$ cat config.mk
export PLATFORM = sky130hd
export DESIGN_NAME = strip_frame_loader_flat
export DESIGN_NICKNAME = d
export VERILOG_FILES = /design/src/rtl/strip_frame_loader_if.sv /design/src/rtl/strip_frame_loader.sv /design/src/flat_wrapper.sv
export SDC_FILE = /design/constraint.sdc
export NUM_CORES = 1
export LEC_CHECK = 0
export ABC_CLOCK_PERIOD_IN_PS = 1800
export BUFFER_PORTS_ARGS = -buffer_cell sky130_fd_sc_hd__buf_2
export CAP_MARGIN = 20
export CORE_UTILIZATION = 40
export CTS_CLUSTER_SIZE = 16
export DETAILED_ROUTE_END_ITERATION = 7
export MAX_ROUTING_LAYER = met4
export SLEW_MARGIN = 20
export SYNTH_ARGS = -nofsm -noshare
export SYNTH_HDL_FRONTEND = slang
export SYNTH_SLANG_ARGS = --single-unit
$ cat constraint.sdc
create_clock -name clk -period 1.8 [get_ports clk]
set_clock_uncertainty 0.1 [all_clocks]
set_input_delay 0.27 -clock clk [delete_from_list [all_inputs] [get_ports clk]]
set_output_delay 0.27 -clock clk [all_outputs]
set_load 0.02 [all_outputs]
$ cat src/rtl/strip_frame_loader_if.sv
// Byte-stream handshake into the strip frame loader: one colour byte per
// transfer, R then G then B for each pixel.
interface strip_frame_loader_if;
    logic [7:0] in_data;
    logic       in_valid;
    logic       in_ready;
    logic       in_last;

    modport master (output in_data, output in_valid, output in_last, input in_ready);
    modport slave  (input in_data, input in_valid, input in_last, output in_ready);
endinterface

$ cat src/rtl/strip_frame_loader.sv
// Assembles an RGB byte stream into a shadow frame and publishes it to the
// strip bus in a single commit cycle, so the encoder never sees a half-loaded frame.
module strip_frame_loader #(
    parameter int LENGTH      = 10,
    parameter bit AUTO_COMMIT = 1'b1
) (
    input  logic                         clk,
    input  logic                         rst_n,
    strip_frame_loader_if.slave          in_if,
    output logic [LENGTH*24-1:0]         strip_o,
    output logic                         frame_done_o,
    output logic [$clog2(LENGTH+1)-1:0]  pixel_count_o,
    output logic                         err_overflow_o,
    output logic                         err_partial_o
);
    localparam int CW = $clog2(LENGTH+1);

    typedef enum logic {LOAD, COMMIT} state_t;

    state_t                state_q, state_d;
    logic [15:0]           hold_q, hold_d;
    logic [1:0]            byte_idx_q, byte_idx_d;
    logic [CW-1:0]         pixel_count_q, pixel_count_d;
    logic [LENGTH*24-1:0]  shadow_q, shadow_d;
    logic [LENGTH*24-1:0]  strip_q, strip_d;
    logic                  frame_done_q, frame_done_d;
    logic                  err_overflow_q, err_overflow_d;
    logic                  err_partial_q, err_partial_d;
    logic                  ready;
    logic                  accept;
    logic                  completes;

    always_ff @(posedge clk) begin
        if (!rst_n) begin
            state_q        <= LOAD;
            hold_q         <= '0;
            byte_idx_q     <= '0;
            pixel_count_q  <= '0;
            shadow_q       <= '0;
            strip_q        <= '0;
            frame_done_q   <= 1'b0;
            err_overflow_q <= 1'b0;
            err_partial_q  <= 1'b0;
        end else begin
            state_q        <= state_d;
            hold_q         <= hold_d;
            byte_idx_q     <= byte_idx_d;
            pixel_count_q  <= pixel_count_d;
            shadow_q       <= shadow_d;
            strip_q        <= strip_d;
            frame_done_q   <= frame_done_d;
            err_overflow_q <= err_overflow_d;
            err_partial_q  <= err_partial_d;
        end
    end

    always_comb begin
        state_d        = state_q;
        hold_d         = hold_q;
        byte_idx_d     = byte_idx_q;
        pixel_count_d  = pixel_count_q;
        shadow_d       = shadow_q;
        strip_d        = strip_q;
        frame_done_d   = 1'b0;
        err_overflow_d = 1'b0;
        err_partial_d  = 1'b0;
        ready          = 1'b0;
        accept         = 1'b0;
        completes      = 1'b0;

        case (state_q)
            LOAD: begin
                ready  = rst_n;
                accept = in_if.in_valid && ready;
                if (accept) begin
                    // A full buffer still accepts so the source drains, but discards the byte.
                    if (pixel_count_q == CW'(LENGTH)) begin
                        err_overflow_d = 1'b1;
                    end else begin
                        case (byte_idx_q)
                            2'd0: begin
                                hold_d[15:8] = in_if.in_data;
                                byte_idx_d   = 2'd1;
                            end
                            2'd1: begin
                                hold_d[7:0] = in_if.in_data;
                                byte_idx_d  = 2'd2;
                            end
                            default: begin
                                for (int p = 0; p < LENGTH; p++) begin
                                    if (pixel_count_q == CW'(p)) begin
                                        shadow_d[p*24 +: 24] = {hold_q, in_if.in_data};
                                    end
                                end
                                pixel_count_d = pixel_count_q + CW'(1);
                                byte_idx_d    = 2'd0;
                                completes     = 1'b1;
                            end
                        endcase
                    end
                    if (in_if.in_last && byte_idx_d != 2'd0) begin
                        err_partial_d = 1'b1;
                    end
                    if (in_if.in_last ||
                        (AUTO_COMMIT && completes && pixel_count_q == CW'(LENGTH - 1))) begin
                        state_d = COMMIT;
                    end
                end
            end
            COMMIT: begin
                strip_d       = shadow_q;
                frame_done_d  = 1'b1;
                pixel_count_d = '0;
                byte_idx_d    = 2'd0;
                state_d       = LOAD;
            end
        endcase
    end

    assign in_if.in_ready = ready;
    assign strip_o        = strip_q;
    assign frame_done_o   = frame_done_q;
    assign pixel_count_o  = pixel_count_q;
    assign err_overflow_o = err_overflow_q;
    assign err_partial_o  = err_partial_q;
endmodule

$ cat src/flat_wrapper.sv
// flat-port wrapper written by rule: the top's interface ports become plain ports
module strip_frame_loader_flat 
#(
    parameter int LENGTH      = 10,
    parameter bit AUTO_COMMIT = 1'b1
)
  (clk, rst_n, strip_o, frame_done_o, pixel_count_o, err_overflow_o, err_partial_o, in_if_in_data, in_if_in_valid, in_if_in_last, in_if_in_ready);
  strip_frame_loader_if in_if_i ();
  input  logic clk;
  input  logic rst_n;
  output logic [LENGTH*24-1:0] strip_o;
  output logic frame_done_o;
  output logic [$clog2(LENGTH+1)-1:0] pixel_count_o;
  output logic err_overflow_o;
  output logic err_partial_o;
  input wire logic [$bits(in_if_i.in_data)-1:0] in_if_in_data;
  input wire logic [$bits(in_if_i.in_valid)-1:0] in_if_in_valid;
  input wire logic [$bits(in_if_i.in_last)-1:0] in_if_in_last;
  output wire logic [$bits(in_if_i.in_ready)-1:0] in_if_in_ready;
  assign in_if_i.in_data = in_if_in_data;
  assign in_if_i.in_valid = in_if_in_valid;
  assign in_if_i.in_last = in_if_in_last;
  assign in_if_in_ready = in_if_i.in_ready;
  strip_frame_loader #(.LENGTH(LENGTH), .AUTO_COMMIT(AUTO_COMMIT)) u_core (.clk(clk), .rst_n(rst_n), .in_if(in_if_i), .strip_o(strip_o), .frame_done_o(frame_done_o), .pixel_count_o(pixel_count_o), .err_overflow_o(err_overflow_o), .err_partial_o(err_partial_o));
endmodule
# --- Yosys cells after proc, flatten, opt, wreduce, memory -nomap -nowiden ---
# Cells that the tools add are included.
word_totals:
  word_cells: 82
  inputBits: 12
  ff_bits: 506
  out_inout_bits: 248
classes:
  muxes: 21
  add_sub_neg: 1
  n_eq_ne: 14
  n_bitwise: 5
  n_reduce_logical: 22
ops:
  columns: ["cell", "count"]
  rows:
  - ["AND reduction 5 bit", 10]
  - ["equality test 4 x 3 -> 1 bit, second input constant", 4]
  - ["equality test 4 bit, second input constant", 3]
  - ["two-way mux 4 bit", 3]
  - ["two-way mux 1 bit", 10]
  - ["equality test 4 x 2 -> 1 bit, second input constant", 2]
  - ["two-way mux 2 bit", 4]
  - ["case mux 2 bit (2 select lines)", 2]
  - ["case mux 4 bit (2 select lines)", 1]
  - ["AND reduction 4 bit", 2]
  - ["inverter 1 bit", 5]
  - ["adder 4 x 1 -> 4 bit, second input constant", 1]
  - ["equality test 4 x 1 -> 1 bit, second input constant", 1]
  - ["logical NOT 4 bit", 1]
  - ["!= test 2 bit, second input constant", 2]
  - ["logical AND 1 bit", 3]
  - ["AND reduction 3 bit", 1]
  - ["OR reduction 3 bit", 1]
  - ["equality test 2 x 1 -> 1 bit, second input constant", 1]
  - ["logical NOT 2 bit", 1]
  - ["!= test 2 x 1 -> 1 bit, second input constant", 1]
  - ["case mux 1 bit (2 select lines)", 1]
  - ["nonzero test 2 bit", 1]
  - ["OR reduction 2 bit", 1]
  - ["logical OR 1 bit", 1]

# --- Logic depth before layout (Yosys ltp) ---
# Gate-level depths: netlist of run 1.
logic_depth:
  word_depth: 11
  mapped_depth: 8
  depth_no_buf: 5

# --- Worst setup path after synthesis of run 1 ---
# Ideal clock, no wire load.
synth_path:
  kind: "register -> register"
  startpoint: "register u_core.pixel_count_q[0] (netlist: u_core.pixel_count_o[0])"
  endpoint: "register u_core.shadow_q[216]"
  stages_incl_launch_ff: 9
  period_less_slack_ps: 1985
  arrival_ps: 1770
  slack_ps: -185
  required_time_ps: 1585
  setup_ps: 115
  cell_sequence: "dfxtp_1 -> inv_1 -> ha_1 -> buf_2 -> and4bb_1 -> and2_1 -> buf_6 -> buf_6 -> o21ai_2"
synth_via:
  elab_chain_len: 3
  elab_cells_between_ends: 4
synth_rtl:
  columns: ["element", "line_no", "text"]
  rows:
  - ["from (decl)", "strip_frame_loader.sv:23", "logic [CW-1:0] pixel_count_q, pixel_count_d;"]
  - ["from (signal assigned)", "strip_frame_loader.sv:48", "pixel_count_q <= pixel_count_d;"]
  - ["equality test 4 bit", "strip_frame_loader.sv:77", "if (pixel_count_q == CW'(LENGTH)) begin"]
  - ["inverter 1 bit (no line)", null, null]
  - ["AND reduction 5 bit (no line) (*)", null, null]
  - ["to (signal assigned)", "strip_frame_loader.sv:49", "shadow_q <= shadow_d;"]
  - ["to (decl)", "strip_frame_loader.sv:24", "logic [LENGTH*24-1:0] shadow_q, shadow_d;"]
# Mark *: on every way between the ends. The rest lies on a longest branch, timed or not.
# A chain may end at the register's enable or synchronous reset.

# --- Worst setup path in the final report of run 1 ---
layout_path:
  startpoint: "register u_core.state_q"
  endpoint: "output port in_if_in_ready"
layout_via:
  elab_chain_len: 1
layout_rtl:
  columns: ["element", "line_no", "text"]
  rows:
  - ["from (decl)", "strip_frame_loader.sv:20", "state_t state_q, state_d;"]
  - ["from (signal assigned)", "strip_frame_loader.sv:45", "state_q <= state_d;"]
  - ["two-way mux 1 bit", "strip_frame_loader.sv:71", "case (state_q)"]
  - ["to (decl)", "flat_wrapper.sv:19", "output wire logic [$bits(in_if_i.in_ready)-1:0] in_if_in_ready;"]
# No other way between the ends.

==> metrics, run 1 <==
status=complete, no violations; EDFF count, synth=0; CP Launch Type=flop; Avg Vias per Cell=5.212; Req. time, crit path=1.43 ns; CTS Root Cell=clkbuf_16; Max FO, Critical Path=2; Num CTS Buffers=54; Mapped Area=0.01989 mm2; pin count of the biggest net entering global routing=143; CTS max path bufs=3; Pwr Density=972.1 mW/mm2; final WL=59520 um; Synth Area in Compound Gates=0.1337; worst-margin pin slew=0.6520 ns; DP Cell Count=2798; XOR/XNOR share of the synthesized area=0; Clock Latency Late Sink=0.61 ns; grt peak-use layer=met2; Final Hold Fails=0; RSZ-0062 raised after global routing=true; largest family of logic cells by synthesized area=simple AND/OR/NAND/NOR gates; Final WS setup=0.01539 ns; Slew Limit Fails=0; die area=0.05062 mm2; GP Congestion=0.7969; starting density of the core=0.4063; flop and latch count out of synthesis=506; Area growth, synth to finish=23.74%; grt total ovfl=0; slew margin rel.=0.5654; DRC=0; crit-path leading delay family=flip-flops; Fin Setup TNS=0 ns; Critical path buffers and inverters=3; CP Cell Sequence=buf_16, nand2b_4, inv_2, buf_6; LEAKAGE=9.301 nW; max incr delay on CP=0.36 ns; Post-synth ARST share=0; Distinct cells, synth=39; drt pass-1 iters=7; antenna viol nets, final=0; Clock Sinks=506; Setup-failing EPs final=0; Core ar.=0.04895 mm2; Worst setup EP type=primary output; CTS tree=yes; vias in the first global route=14230; fin nets=2227; met3 GRT Util=0.03155; Synth Area in Simple Gates=0.1619; Adder-Cell Fraction of Synth Area=0.002516; number of DRC markers in iteration 0=1329; DR vias=15230; share of layout cells above drive strength 1=0.2216; crit share post-route=0.9914; GR Util met1=0.3193; critical path type=flop to primary output; wire length per cell=20.37 um; post-detail-place hpwl=37470 um; Buffers on Ports=259; fin area=0.02461 mm2; max-capacitance violation count=0; Post-Syn Nets=2005; Hold Path Class=primary input to flop; syn avg cell area=10.00 um2; top_reg_cell synth=dfxtp_1; Reg clk slew, reported paths=0.06 ns; crit path time final=1.785 ns; total power=23.92 mW; Rows=81; first-pass GRT wire length=86750 um; Place WS=-0.01406 ns; initial antenna violation count=2; WP data arrival=1.41 ns; post-synthesis mux area share=0.1424; CTS H-tree lvls=2; post-route insts no fill=2922; sequential cell area fraction in the yosys report=0.5093; peak supply drop=0.0006705 V; met2 usage=0.3460; Chip Height=225.0 um; DP Area=0.02224 mm2; Max Clock Freq=560.3 MHz; die width=225.0 um; Global Route Usage Sum=0.2303; I/O pins=260; Mapped Cells=1989; Synthesis Warnings=0; slowest CP cell=dfxtp_4
## synth_stat cells, types with 13 or more instances
| cell | n | area share |
|---|---|---|
| o21ai_0 | 166 | 0.042 |
| a21boi_1 | 179 | 0.068 |
| dfxtp_1 | 506 | 0.51 |
| clkbuf_1 | 98 | 0.018 |
| nand2_1 | 73 | 0.014 |
| o21ai_2 | 20 | 0.0088 |
| o21ai_1 | 32 | 0.0081 |
| mux2i_1 | 283 | 0.14 |
| buf_2 | 80 | 0.020 |
| nor2b_1 | 240 | 0.075 |
| buf_4 | 20 | 0.0075 |
| nand3_1 | 218 | 0.055 |
| a21boi_0 | 13 | 0.0049 |
## registers in the layout, indices dropped and copies added (netlist names)
register,flops
u_core.byte_idx_q,2
u_core.err_overflow_o,1
u_core.err_partial_o,1
u_core.frame_done_o,1
u_core.hold_q,16
u_core.pixel_count_o,4
u_core.shadow_q,240
u_core.state_q,1
u_core.strip_o,240
## final cells by class
| type | count | area [um2] |
|---|---|---|
| antenna | 2 | 5.005 |
| clock buffer | 81 | 1604 |
| clock inverter | 20 | 295.3 |
| multi-input combinational | 1274 | 8802 |
| sequential | 506 | 10140 |
| tap | 664 | 830.8 |
| fill | 4477 | 24340 |
| inverter | 4 | 15.01 |
| timing repair buffer | 371 | 2917 |
## layout by cell type, fill, tap and decap left out, drive strengths merged
cell type	n
inv	7
clkinvlp	1
nor2b	240
nand3b	6
ha	4
a21oi	6
a31oi	1
nand4b	2
and2	2
clkinv	10
and4bb	1
dlygate4sd3	3
and3	2
and3b	6
or3	1
nand2b	1
nor3b	5
diode	2
nand3	219
bufbuf	1
dfxtp	506
or3b	4
bufinv	6
nor2	3
clkbuf	91
buf	357
a211oi	1
o21ai	218
a311oi	1
a21boi	192
nor4b	1
mux2i	283
and4b	1
nor3	1
nand2	73
## through the flow
| stage | hold slack (ns) | util |
|---|---|---|
| finish | 0.03307 | 0.5027 |
| global placement | 0.3458 | 0.4543 |
| CTS | 0.006484 | 0.4955 |
| floorplan | 0.2874 | - |
| detailed placement | 0.3551 | 0.4543 |
| global route | 0.02960 | 0.5027 |
## cell families after synthesis
family,after synthesis
buf+inv,209
mux,283
simple gates,568
compound gates,419
flops,506
fa+ha+maj,4
## final timing paths
path,start,endpoint,slack [ns],cells past startpoint
worst max-delay path,u_core.state_q$_SDFF_PN0_,in_if_in_ready,0.02,4
worst min-delay path,rst_n,u_core.err_partial_o$_SDFF_PP0_,0.03,4
worst max register to register,u_core.state_q$_SDFF_PN0_,u_core.shadow_q[115]$_SDFFE_PN0P_,0.02,7
worst min register to register,u_core.shadow_q[217]$_SDFFE_PN0P_,u_core.shadow_q[217]$_SDFFE_PN0P_,0.36,2
## tightest hold or removal path, stage by stage
cell and delay [ns]:
buf_8 0.12, and3b_1 0.20, nand2_1 0.06, a211oi_1 0.04
## power by group
group	switching [mW]	internal [mW]
Sequential	0.0294	11.2
Combinational	0.542	0.383
Clock	4.71	7.05
## metal layers
metal / wire [um] / share of wire
met1: 27730 / 0.47
met4: 1433 / 0.024
met2: 27260 / 0.46
met5: 0 / 0
met3: 3094 / 0.052
## timing repair
action | in CTS | in global routing
pin swaps | 1 | 5
gates resized for setup | 10 | 57
cloned | 1 | 9
endpoints found under the hold margin | 7 | 0
buffers inserted | 3 | 5
hold buffers | 3 | 0
endpoints found under the setup margin | 18 | 133
Note: power is estimated with default switching activity, not from simulation.
==> run 2, diff against run 1 <==
Settings changed: RECOVER_POWER from default to 25.
==> metrics, run 2 (synthesized netlist as in run 1, its figures left out) <==
WP data arrival=1.42 ns (about the same); crit-path leading delay family=flip-flops; LEAKAGE=9.290 nW (-0.12%); grt total ovfl=0 (unchanged); number of DRC markers in iteration 0=1405 (+5.7%); fin nets=2227 (unchanged); Worst setup EP type=primary output; Hold Path Depth=4 (unchanged); Hold Path Class=primary input to flop; Hold EP=u_core.err_partial_o$_SDFF_PP0_; Max FO, Critical Path=2 (unchanged); first-pass GRT wire length=86750 um (unchanged); Filler Cell Count=4479 (+0.045%); RSZ-0062 raised after global routing=true; final WL=59560 um (about the same); peak supply drop=0.0006697 V (-0.12%); Clock Latency Late Sink=0.61 ns (about the same); DR vias=15310 (+0.54%); Worst R2R End=u_core.shadow_q[115]$_SDFFE_PN0P_; Global Route Usage Sum=0.2303 (unchanged); most common cell after layout, fill and taps aside=dfxtp_1; worst-margin pin slew=0.6613 ns (+0.009337 ns); DP Area=0.02224 mm2 (unchanged); Core ar.=0.04895 mm2 (unchanged); drt pass-1 iters=5 (-2); slowest CP cell=dfxtp_4; antenna viol nets, final=0 (unchanged); Rows=81 (unchanged); Clock Sinks=506 (unchanged); die area=0.05062 mm2 (unchanged); Worst Hold Launch=rst_n; Avg Vias per Cell=5.240 (+0.54%); CTS H-tree lvls=2 (unchanged); Max Clock Freq=560.1 MHz (about the same); Critical path buffers and inverters=3 (unchanged); max-capacitance violation count=0 (unchanged); vias in the first global route=14230 (unchanged); Slew Limit Fails=0 (unchanged); Reg area=0.01014 mm2 (unchanged); pin count of the biggest net entering global routing=143 (unchanged); Setup-failing EPs final=0 (unchanged); fin area=0.02458 mm2 (-0.11%); initial antenna violation count=2 (unchanged); die width=225.0 um (unchanged); Area growth, synth to finish=23.60%; max incr delay on CP=0.36 ns (about the same); total power=23.92 mW (about the same); Pwr Density=973.0 mW/mm2 (about the same); share of layout cells above drive strength 1=0.2216 (unchanged); starting density of the core=0.4063 (unchanged); DRC=0 (unchanged); Reg clk slew, reported paths=0.06 ns (about the same); Final Hold Fails=0 (unchanged); CP Cell Sequence=buf_16, nand2b_4, inv_2, buf_6; CP Launch Type=flop; Chip Height=225.0 um (unchanged); wire length per cell=20.38 um (about the same); CTS tree=yes; Buffers on Ports=259 (unchanged); CTS max path bufs=3 (unchanged); worst reg-to-reg path cell count=7 (unchanged); Crit Reg-Reg Startpoint=u_core.state_q$_SDFF_PN0_; crit path time final=1.785 ns (+0.0007214 ns); Num CTS Buffers=54 (unchanged); critical path type=flop to primary output; slew margin rel.=0.5591 (-0.006225); crit share post-route=0.9918 (about the same); status=complete, no violations; GP Congestion=0.7969 (unchanged); most frequent cells in the layout=503 x dfxtp_1, 283 x mux2i_1, 255 x buf_2, 240 x nor2b_1, 218 x nand3_1; Req. time, crit path=1.43 ns (about the same); I/O pins=260 (unchanged); Multi-input gate area=0.008802 mm2 (unchanged); post-detail-place hpwl=37470 um (unchanged); worst reg-to-reg setup slack=0.02 ns (about the same); CTS Root Cell=clkbuf_16
## run 2: cell types whose count changed in the layout (fill, tap and decap cells not counted)
cell       before  now
clkbuf_2        0    1
bufbuf_16       1    0
## run 2: cell type report
class / count / share of cell area
sequential: 506 / 0.4125
multi-input combinational: 1274 / 0.3581
timing repair buffer: 371 / 0.1175
clock buffer: 81 / 0.06525
tap: 664 / 0.03380
clock inverter: 20 / 0.01201
inverter: 4 / 0.0006108
antenna: 2 / 0.0002036
## run 2: how the worst max path moves through the flow
stage / start / end / depth (start not counted)
2_1_floorplan: u_core.pixel_count_o[0]$_SDFFE_PN0P_ / u_core.shadow_q[216]$_SDFFE_PN0P_ / 8
3_3_place_gp: u_core.pixel_count_o[0]$_SDFFE_PN0P_ / u_core.hold_q[1]$_SDFFE_PN0P_ / 7
3_5_place_dp: u_core.pixel_count_o[0]$_SDFFE_PN0P_ / u_core.hold_q[3]$_SDFFE_PN0P_ / 7
4_1_cts: u_core.state_q$_SDFF_PN0_ / in_if_in_ready / 4
5_1_grt: u_core.state_q$_SDFF_PN0_ / u_core.shadow_q[115]$_SDFFE_PN0P_ / 7
6_report: u_core.state_q$_SDFF_PN0_ / in_if_in_ready / 4
## run 2: per-stage QoR
step / setup WS, ns / utilization / TNS, ns / instances / hold slack, ns
detailed placement: -0.01406 / 0.4543 / -0.02001 / 2798 / 0.3551
floorplan: -0.003530 / - / -0.07060 / 1989 / 0.2874
CTS: -0.003774 / 0.4955 / -0.003774 / 2906 / 0.006484
global placement: 0.04418 / 0.4543 / 0 / 2798 / 0.3458
finish: 0.01467 / 0.5022 / 0 / 2922 / 0.03303
global route: -0.03914 / 0.5022 / -0.3459 / 2922 / 0.02960
## run 2: repair_timing
item	in CTS	in global routing
endpoints found under the setup margin	18	133
hold buffers	3	0
resized for setup	10	57
buffers inserted	3	5
cloned	1	9
endpoints found under the hold margin	7	0
pin swaps	1	5
## run 2: per-layer routing
metal  vias up  global-route usage  wire length [um]  part of all wire
li1       7319                   -                 -                 -
met1      7453              0.3193             27410              0.46
met2       452              0.3460             27240              0.46
met3        87             0.03155              3408             0.057
met4         0             0.07154              1500             0.025
met5         -                   -                 0                 0
## run 2: power breakdown
part	total (mW)	switching [mW]	internal, mW
sequential	11.2	0.0293	11.2
clock	11.8	4.71	7.05
combinational	0.921	0.543	0.378
## run 2: worst register-to-register path, stage by stage, from the launching register on
cell	delay (ns)
dfxtp_4	0.36
buf_6	0.12
and4b_4	0.44
buf_12	0.13
clkbuf_16	0.14
clkbuf_16	0.18
nand3_1	0.08
a21boi_1	0.15
==> run 3, diff against run 2 <==
Settings changed: ABC_AREA from default to 1, ABC_CLOCK_PERIOD_IN_PS 1800 to 1600, GPL_TIMING_DRIVEN from default to 1.
Clock period 1.8 ns to 1.6 ns, I/O delays scaled along.
==> metrics, run 3 <==
slowest CP cell=dfxtp_4; Multi-input gate area=0.007233 mm2 (-18%); die width=212.8 um (-5.4%); Setup-failing EPs final=407 (+407); crit path time final=1.780 ns; EDFF count, synth=0 (unchanged); final WL=57480 um (-3.5%); DP Cell Count=2856 (+2.1%); internal power=20.21 mW (+8.4%); Reg clk slew, reported paths=0.07 ns (about the same); top cells by area, synth=dfxtp_1 57%, a22o_1 11%, nand2_1 8.1%; post-route insts no fill=3005 (+2.8%); worst-margin pin slew=0.7990 ns (+0.1377 ns); CP Launch Type=flop; RSZ-0062 raised after global routing=true; most frequent cells in the layout=502 x dfxtp_1, 372 x nand2_1, 343 x nor2_1, 216 x a22o_1, 156 x buf_2; grt total ovfl=0 (unchanged); n_diodes=0 (-2); max incr delay on CP=0.36 ns (about the same); Fin Setup TNS=-33.92 ns (-33.92 ns); flop and latch count out of synthesis=506 (unchanged); vias in the first global route=14050 (-1.2%); Max Clock Freq=561.7 MHz; number of DRC markers in iteration 0=1327 (-5.6%); failing checks=setup timing; slew margin rel.=0.4641 (-0.09507); Slew Limit Fails=0 (unchanged); Filler Cell Count=4032 (-10%); Clock Latency Late Sink=0.61 ns (about the same); Distinct cells, synth=25 (-36%); P_sw=5.819 mW (+10%); drt pass-1 iters=7 (+2); CTS tree=yes; sequential cell area fraction in the yosys report=0.5701 (+0.06075); DRC=0 (unchanged); Yosys top cell by area=dfxtp_1; Hold Path Class=primary input to flop; top_reg_cell synth=dfxtp_1; Buffers on Ports=259 (unchanged); worst reg-to-reg path cell count=10 (+3); initial antenna violation count=0 (-2); peak supply drop=0.0008531 V (+27%); Clock Sinks=506 (unchanged); Chip Height=212.8 um (-5.4%); Mapped Cells=2063 (+3.7%); most common cell after layout, fill and taps aside=dfxtp_1; Mapped Area=0.01777 mm2 (-11%); Combinational Power Share=0.040 (+0.002); total power=26.03 mW (+8.8%); crit-path leading delay family=simple AND/OR/NAND/NOR gates; Worst setup EP type=flop; Req. time, crit path=1.98 ns (+0.55 ns); share of layout cells above drive strength 1=0.2169 (-0.004689); Switching Fraction=0.2236 (+0.002856); I/O pins=260 (unchanged); status=finished, violations left; Avg Vias per Cell=5.216 (-0.46%); max-capacitance violation count=0 (unchanged); Hold WS=0.04946 ns (+0.01643 ns); CTS max path bufs=3 (unchanged); Yosys top cell area share=0.5701 (+0.06075); most frequent cell after synthesis=dfxtp_1; CTS Root Cell=clkbuf_16; Core ar.=0.04346 mm2 (-11%); number of stages on the worst setup path=10 (+6); Pwr Density=1101 mW/mm2 (+13%); Area growth, synth to finish=33.00%; Flop pwr share=0.486 (+0.016); critical path type=flop to flop; Rows=76 (-6.2%); Final WS setup=-0.1804 ns (-0.1951 ns); CTS H-tree lvls=2 (unchanged); Post-Syn Nets=2079 (+3.7%); Synth top cells by count=506 x dfxtp_1, 382 x nand2_1, 356 x nor2_1, 216 x a22o_1, 175 x nand3_1; Max FO, Critical Path=16 (+14); crit share post-route=1.113; Clock power frac=0.475 (-0.016); antenna viol nets, final=0 (unchanged); Critical path buffers and inverters=3 (unchanged); Final Hold Fails=0 (unchanged); cell mode on critical path=buf_12; WP data arrival=2.16 ns (+0.74 ns); starting density of the core=0.4089 (+0.002594); Synthesis Warnings=0 (unchanged); CP Cell Sequence=buf_12, ha_4, nand3_4, nand2_8, nor2_4, buf_12, clkbuf_16, nand3_1, nand2_1, nor2_1; DR vias=15670 (+2.4%); first-pass GRT wire length=82660 um (-4.7%); Global Route Usage Sum=0.2470 (+0.01675); pin count of the biggest net entering global routing=102 (-29%); syn avg cell area=8.613 um2 (-14%); LEAKAGE=10.06 nW (+8.3%); wire length per cell=19.13 um (-6.2%); Hold Path Depth=5 (+1); Post-synth ARST share=0 (unchanged); Reg area=0.01014 mm2 (about the same); GP Congestion=0.8659 (+8.7%); die area=0.04527 mm2 (-11%); post-detail-place hpwl=34920 um (-6.8%); fin nets=2395 (+7.5%); Num CTS Buffers=51 (-5.6%)
run 3: cell count changes after synthesis, moves of 24 or more:
cell	previous run	this run
nor2_1	3	356
nand2_1	73	382
mux2i_1	283	0
nor2b_1	240	0
a22o_1	0	216
a21boi_1	179	0
a21oi_1	6	173
o21ai_0	166	27
nand3_1	218	175
buf_2	80	48
o21ai_1	32	0
clkinv_1	0	24
run 3: worst register-to-register path: cells and delay by family, from the launching register on:
family	cells	cell delay, ns
flip-flops	1	0.36
AND/OR/NAND/NOR	6	0.54
adder cells (fa/ha/maj)	1	0.17
buffers and inverters	3	0.50
run 3: final timing paths:
kind,startpoint,end,slack (ns)
setup / recovery,u_core.pixel_count_o[1]$_SDFFE_PN0P_,u_core.shadow_q[185]$_SDFFE_PN0P_,-0.18
hold / removal,rst_n,u_core.pixel_count_o[2]$_SDFFE_PN0P_,0.05
setup reg to reg,u_core.pixel_count_o[1]$_SDFFE_PN0P_,u_core.shadow_q[185]$_SDFFE_PN0P_,-0.18
hold reg to reg,u_core.strip_o[111]$_SDFFE_PN0P_,u_core.strip_o[111]$_SDFFE_PN0P_,0.35
run 3: repair_timing:
item                                    CTS  global route
gates cloned                              9            17
gates resized for setup                  37           125
setup buffers                             9            11
hold buffers                             13             0
endpoints found under the setup margin  241           266
pin swaps                                 4            34
endpoints found under the hold margin    31             0
run 3: cell families after synthesis:
| family | Yosys count | synth area share |
|---|---|---|
| simple gates | 927 | 0.2110 |
| flops | 506 | 0.5701 |
| compound gates | 419 | 0.1640 |
| buf+inv | 207 | 0.05211 |
| fa+ha+maj | 4 | 0.002817 |
run 3: area by class of cell:
class	count	area share
repair inverters	1	0.0003706
inverters	38	0.007306
clock inverters	19	0.009318
flip-flops and latches	506	0.4293
clock buffers	75	0.06470
repair buffers	431	0.1520
multi-input cells	1350	0.3061
well taps	585	0.03097
run 3: stage by stage:
| step | utilization | instance area (um2) | worst slack [ns] |
|---|---|---|---|
| after global placement | 0.4719 | 20510 | -0.1239 |
| final | 0.5438 | 23630 | -0.1804 |
| after global routing | 0.5438 | 23630 | -0.2431 |
| after floorplan | - | 17820 | -0.01444 |
| after CTS | 0.5253 | 22830 | -0.1255 |
| after detailed placement | 0.4719 | 20510 | -0.1498 |
run 3: routing by layer:
metal,track usage,up-vias,share of wire
met5,-,-,0
met4,0.07839,0,0.025
met3,0.03898,82,0.065
met2,0.3820,506,0.46
met1,0.3306,7497,0.45
li1,-,7589,-
run 3: power groups by stage:
stage | Combinational, mW | Clock, mW | Sequential, mW
2_1_floorplan | 0.502 | 0 | 12.9
3_3_place_gp | 0.954 | 0 | 12.9
3_5_place_dp | 0.961 | 0 | 12.9
4_1_cts | 1.01 | 12.5 | 12.6
5_1_grt | 1.11 | 13.1 | 12.6
6_report | 1.04 | 12.4 | 12.6
